`config.mk`:
```
export PLATFORM = sky130hd
export DESIGN_NAME = muldiv_unit
export DESIGN_NICKNAME = d
export VERILOG_FILES = /design/src/rtl/muldiv_unit.sv
export SDC_FILE = /design/constraint.sdc
export NUM_CORES = 1
export LEC_CHECK = 0
export BUFFER_PORTS_ARGS = -buffer_cell sky130_fd_sc_hd__buf_4
export CAP_MARGIN = 0
export CORE_MARGIN = 1.5
export CORE_UTILIZATION = 25
export DETAILED_ROUTE_END_ITERATION = 8
export HOLD_SLACK_MARGIN = 0.03
export PLACE_DENSITY = 0.39
export SYNTH_ARGS = -nofsm -noshare
export SYNTH_HDL_FRONTEND = slang
export SYNTH_SLANG_ARGS = --single-unit
```
`constraint.sdc`:
```
create_clock -name CLK -period 6.05 [get_ports CLK]
set_input_delay 0.605 -clock CLK [delete_from_list [all_inputs] [get_ports CLK]]
set_output_delay 0.605 -clock CLK [all_outputs]
set_load 0.02 [all_outputs]
```
`src/rtl/muldiv_unit.sv`:
```
// Iterative RV32M/RV64M-style multiply/divide unit: one radix-2 step per cycle,
// magnitudes in the datapath, sign correction in a separate FIX cycle.
module muldiv_unit #(
  parameter int XLEN  = 32,
  parameter int TAG_W = 5
) (
  input  logic             CLK,
  input  logic             RESET_N,
  input  logic             IN_VALID,
  output logic             IN_READY,
  input  logic [2:0]       OP,
  input  logic [XLEN-1:0]  DATA1,
  input  logic [XLEN-1:0]  DATA2,
  input  logic [TAG_W-1:0] TAG_IN,
  input  logic             FLUSH,
  output logic             OUT_VALID,
  input  logic             OUT_READY,
  output logic [XLEN-1:0]  RESULT,
  output logic [TAG_W-1:0] TAG_OUT,
  output logic             DIV_ZERO,
  output logic [1:0]       dbg_state_o
);

  // Handshake: a request transfers on a rising edge where IN_VALID && IN_READY
  // && !FLUSH; a result transfers on a rising edge where OUT_VALID && OUT_READY.
  // Neither valid depends combinationally on the matching ready.

  localparam logic [1:0] S_IDLE = 2'd0;
  localparam logic [1:0] S_CALC = 2'd1;
  localparam logic [1:0] S_FIX  = 2'd2;
  localparam logic [1:0] S_DONE = 2'd3;

  localparam logic [2:0] OP_MUL    = 3'b000;
  localparam logic [2:0] OP_MULHSU = 3'b010;
  localparam logic [2:0] OP_MULHU  = 3'b011;

  localparam int CNT_W = $clog2(XLEN + 1);
  localparam logic [XLEN-1:0] MOST_NEG = {1'b1, {(XLEN-1){1'b0}}};

  logic [1:0]        state_q, state_d;
  logic [CNT_W-1:0]  cnt_q, cnt_d;
  logic [2:0]        op_q, op_d;
  logic [TAG_W-1:0]  tag_q, tag_d;
  logic [2*XLEN-1:0] acc_q, acc_d;
  logic [XLEN-1:0]   opb_q, opb_d;
  logic              res_neg_q, res_neg_d;
  logic [XLEN-1:0]   result_q, result_d;
  logic              dz_q, dz_d;

  logic              sgn_a, sgn_b, neg_a, neg_b;
  logic [XLEN-1:0]   mag_a, mag_b;
  logic              div_by_zero, div_overflow;
  logic [XLEN:0]     mul_sum;
  logic [2*XLEN-1:0] mul_next;
  logic [XLEN:0]     div_diff;
  logic [2*XLEN-1:0] div_next;
  logic [2*XLEN-1:0] prod_fixed;
  logic [XLEN-1:0]   quo, rem;
  logic [XLEN-1:0]   fix_value;

  // Operand decode: only MULHU/DIVU/REMU treat DATA1 as unsigned; MULHSU also
  // treats DATA2 as unsigned.
  always_comb begin
    sgn_a        = OP[2] ? !OP[0] : (OP != OP_MULHU);
    sgn_b        = sgn_a && (OP != OP_MULHSU);
    neg_a        = sgn_a && DATA1[XLEN-1];
    neg_b        = sgn_b && DATA2[XLEN-1];
    mag_a        = neg_a ? -DATA1 : DATA1;
    mag_b        = neg_b ? -DATA2 : DATA2;
    div_by_zero  = OP[2] && (DATA2 == '0);
    div_overflow = OP[2] && !OP[0] && (DATA1 == MOST_NEG) && (DATA2 == '1);
  end

  // Shift-add multiply: low half holds the remaining multiplier bits.
  always_comb begin
    mul_sum  = {1'b0, acc_q[2*XLEN-1:XLEN]}
             + (acc_q[0] ? {1'b0, opb_q} : {(XLEN+1){1'b0}});
    mul_next = {mul_sum, acc_q[XLEN-1:1]};
  end

  // Restoring divide: {remainder, quotient} shifted left, trial subtract on top.
  always_comb begin
    div_diff = acc_q[2*XLEN-1:XLEN-1] - {1'b0, opb_q};
    if (!div_diff[XLEN]) begin
      div_next = {div_diff[XLEN-1:0], acc_q[XLEN-2:0], 1'b1};
    end else begin
      div_next = {acc_q[2*XLEN-2:0], 1'b0};
    end
  end

  always_comb begin
    prod_fixed = res_neg_q ? -acc_q : acc_q;
    quo        = acc_q[XLEN-1:0];
    rem        = acc_q[2*XLEN-1:XLEN];
    fix_value  = '0;
    if (!op_q[2]) begin
      fix_value = (op_q == OP_MUL) ? prod_fixed[XLEN-1:0] : prod_fixed[2*XLEN-1:XLEN];
    end else if (!op_q[1]) begin
      fix_value = res_neg_q ? -quo : quo;
    end else begin
      fix_value = res_neg_q ? -rem : rem;
    end
  end

  always_comb begin
    state_d   = state_q;
    cnt_d     = cnt_q;
    op_d      = op_q;
    tag_d     = tag_q;
    acc_d     = acc_q;
    opb_d     = opb_q;
    res_neg_d = res_neg_q;
    result_d  = result_q;
    dz_d      = dz_q;
    case (state_q)
      S_IDLE: begin
        if (IN_VALID) begin
          op_d  = OP;
          tag_d = TAG_IN;
          dz_d  = 1'b0;
          if (div_by_zero) begin
            result_d = OP[1] ? DATA1 : '1;
            dz_d     = 1'b1;
            state_d  = S_DONE;
          end else if (div_overflow) begin
            result_d = OP[1] ? '0 : DATA1;
            state_d  = S_DONE;
          end else begin
            acc_d     = {{XLEN{1'b0}}, mag_a};
            opb_d     = mag_b;
            res_neg_d = (OP[2] && OP[1]) ? neg_a : (neg_a ^ neg_b);
            cnt_d     = CNT_W'(XLEN);
            state_d   = S_CALC;
          end
        end
      end
      S_CALC: begin
        acc_d = op_q[2] ? div_next : mul_next;
        cnt_d = cnt_q - 1'b1;
        if (cnt_q == CNT_W'(1)) begin
          state_d = S_FIX;
        end
      end
      S_FIX: begin
        result_d = fix_value;
        state_d  = S_DONE;
      end
      S_DONE: begin
        if (OUT_READY) begin
          state_d = S_IDLE;
        end
      end
      default: state_d = S_IDLE;
    endcase
    // Flush wins over everything, including a same-cycle acceptance.
    if (FLUSH) begin
      state_d = S_IDLE;
    end
  end

  always_ff @(posedge CLK or negedge RESET_N) begin
    if (!RESET_N) begin
      state_q   <= S_IDLE;
      cnt_q     <= '0;
      op_q      <= '0;
      tag_q     <= '0;
      acc_q     <= '0;
      opb_q     <= '0;
      res_neg_q <= 1'b0;
      result_q  <= '0;
      dz_q      <= 1'b0;
    end else begin
      state_q   <= state_d;
      cnt_q     <= cnt_d;
      op_q      <= op_d;
      tag_q     <= tag_d;
      acc_q     <= acc_d;
      opb_q     <= opb_d;
      res_neg_q <= res_neg_d;
      result_q  <= result_d;
      dz_q      <= dz_d;
    end
  end

  assign IN_READY    = (state_q == S_IDLE);
  assign OUT_VALID   = (state_q == S_DONE);
  assign RESULT      = OUT_VALID ? result_q : '0;
  assign DIV_ZERO    = OUT_VALID && dz_q;
  assign TAG_OUT     = tag_q;
  assign dbg_state_o = state_q;

endmodule

```
==> impl_results.md <==
* Ys Warns at 0
* Number of synthesized flops with an enable pin at 0
* Max H-tree Level at 4
* Total global routing overflow at 0
* Vias in the first global route at about 14,000
* Post-Synthesis Cells at slightly above 2,000
* IO Pins at 119
* Cell area after placement at between 15,000 and 20,000 um^2
* # clock sinks at approximately 150
* Final nets at between 2,000 and 2,500
* Max Clk Rate at 236 MHz
* Post-synth top cells: nand2_1 (232), o21ai_0 (193), nor2_1 (166)
* Hold Violations, Final at 0
* Initial Utilization at 25.3%
* Post-CTS Resized at 0
* Slew headroom at around a fifth
* Top-count cell post-synth: nand2_1
* Core Region at 60,400 um^2
* Hold buffers post-CTS at 0
* Pre-Repair DR Iteration Count at 5
* Place WS at ~1400 ps
* Synth top area cells: dfrtp_1 (24%), o21ai_0 (6.3%), ha_1 (6.1%)
* First-pass GRT wire length at 92.9 mm
* Number of CTS-inserted buffers at 17
* TNS Setup at 0 ps
* Die X at approximately 250 um
* CTS tree: done
* Least-Margin Pin Slew at 1200 ps
* CP required at about 6400 ps
* Fin area at ~17,000 um^2
* Hold WS at 101 ps
* Synth-to-layout area growth at 14.4%
* Post-route DRC at 0
* Peak supply drop at 209 uV
* Post-route minimum period at 4230 ps
* Tcrit/Tclk final at 69.9%
* Worst Path Max Fanout at 32
* Post-DP HPWL at between 40 and 50 mm
* Final Core Density at between 20% and 30%
* CTS root buffer: clkbuf_16
* Yosys top cell area share at 23.9%
* Final ANT Viol Nets at 0
* Largest net degree at the start of global routing at ~100
* Worst setup SP type: flop
* RSZ-0062 raised after global routing: no
* Max cap viols at 0
* Die Ht at approximately 250 um
* Pwr dens at between 500 and 600 nW/um^2
* Detailed-route via count at 15,000
* Arrival @ worst endpoint at roughly 4600 ps
* Max incr delay on CP at ~840 ps
* Gp weighted congestion at ~0.87
* Clk pin slew, worst setup/hold paths at around 60 ps
* Clock Path Buffers at 2
* Setup ws final at about 1800 ps
* Crit end category: flop
* Slowest-stage cell, CP: inv_1
* Max Slew Vio Count at 0
* Final std cells w/o fill at 2,836
* Leakage at between 7 and 8 nW
* Leading area contributor after synthesis: dfrtp_1
* Placed insts at 2,804
* CP Cell Sequence: inv_1 -> nor2_1 -> ha_1 -> o21ai_0 -> o211ai_1 -> nand3_1 -> o311ai_0 -> nor2b_1 -> a311o_1 -> a31oi_1 -> xor2_1 -> o221ai_1
* Clock skew at around 11 ps
* Status: finished, final reports clean
* Seq/Total Area, Yosys at between 20% and 30%
* # setup viols final at 0
* Synth Register Bits at 146
* Die Area at about 63,000 um^2
* Wire per inst at 21.5 um
* Synth async-reset ratio at 100%
* Total Power at between 9 and 10 mW
* Via/cell ratio at approximately 5.3
* WS Path Type: flop to flop
* HP Class: input pin to async pin
* Synth cell types at 87
* Rows at 90
* Initial antenna violation count at 0
* GRT Util Overall at 19.5%
* Post-Syn Nets at around 2,200
* Fraction of layout cells with a size suffix above 1 at about 10%
* Post-CTS setup buffers at 0
* Top FF cell, synth: dfrtp_1
* Mapped Avg Cell Area at ~7.6 um^2
* Wirelength, routed at roughly 61 mm
* DRT iter0 DRCs at roughly 1,000
* Netlist Area Pre-Place at between 15,000 and 20,000 um^2
* Worst-Skew Late Latency at 490 ps
* # port buffers at 118
-- where the power goes --
part / total [mW] / internal [mW] / switching (mW)
clock: 1.17 / 0.688 / 0.478
combinational: 5.91 / 2.17 / 3.75
sequential: 2.07 / 1.40 / 0.676
-- kinds of logic after synthesis --
logic type / share of synthesized area, %
buffers and inverters: 5.54
AND/OR/NAND/NOR: 20.7
multiplexers: 4.70
XOR/XNOR: 11.2
flip-flops: 23.9
AO/OA/AOI/OAI: 25.7
adder cells (fa/ha/maj): 8.25
-- worst max-delay path: cells and delay by family (launching register included) --
family                     cells  cell delay [ps]
xor gates and xnor gates       1              180
buffers and inverters          1              840
DFF                            1              520
adders and majority gates      1              390
and+or+nand+nor                3              540
AOI/OAI and AO/OA              6             1570
-- path summary, 6_finish.rpt --
check	startpoint	endpoint	slack (ps)	cells after the start
max	acc_q[0]$_DFFE_PN0P_	acc_q[52]$_DFFE_PN0P_	1820	12
min	RESET_N	acc_q[5]$_DFFE_PN0P_	100	1
max reg2reg	acc_q[0]$_DFFE_PN0P_	acc_q[52]$_DFFE_PN0P_	1820	12
min reg2reg	result_q[19]$_DFFE_PN0P_	result_q[19]$_DFFE_PN0P_	470	2
max in group asynchronous	RESET_N	op_q[2]$_DFFE_PN0P_	4710	2
min in group CLK	FLUSH	dbg_state_o[1]$_DFFE_PN0P_	270	2
-- per-layer routing --
layer	global-route usage (%)	wire, um
met3	2.67	2690
met1	27.3	29300
met4	5.32	1220
met2	31.1	27700
met5	0	0
-- placed cells by master, fill, tap and decap left out, drive strengths merged, types with 22 or more instances in the layout --
cell	n
a211oi	29
a21o	25
a21oi	139
a22oi	22
and2	42
buf	142
clkbuf	23
dfrtp	146
ha	75
inv	82
maj3	28
mux2i	56
nand2	233
nand3	29
nand4	24
nor2	166
nor3	37
o21ai	207
o31ai	33
or3	29
xnor2	103
xor2	92
-- flip-flops by register name, indices dropped and copies added, names as in the netlist --
signal	count
dbg_state_o	2
acc_q	64
op_q	3
res_neg_q	1
cnt_q	6
opb_q	32
TAG_OUT	5
result_q	32
dz_q	1
-- cell type report --
class	count	area, um^2
multi-input combinational	1651	10800
timing repair buffer	142	1090
inverter	83	312
tap	782	978
antenna	1	2.50
clock buffer	23	488
fill	6584	42900
sequential	146	3660
clock inverter	8	126
Power figures use the tool's default switching activity.
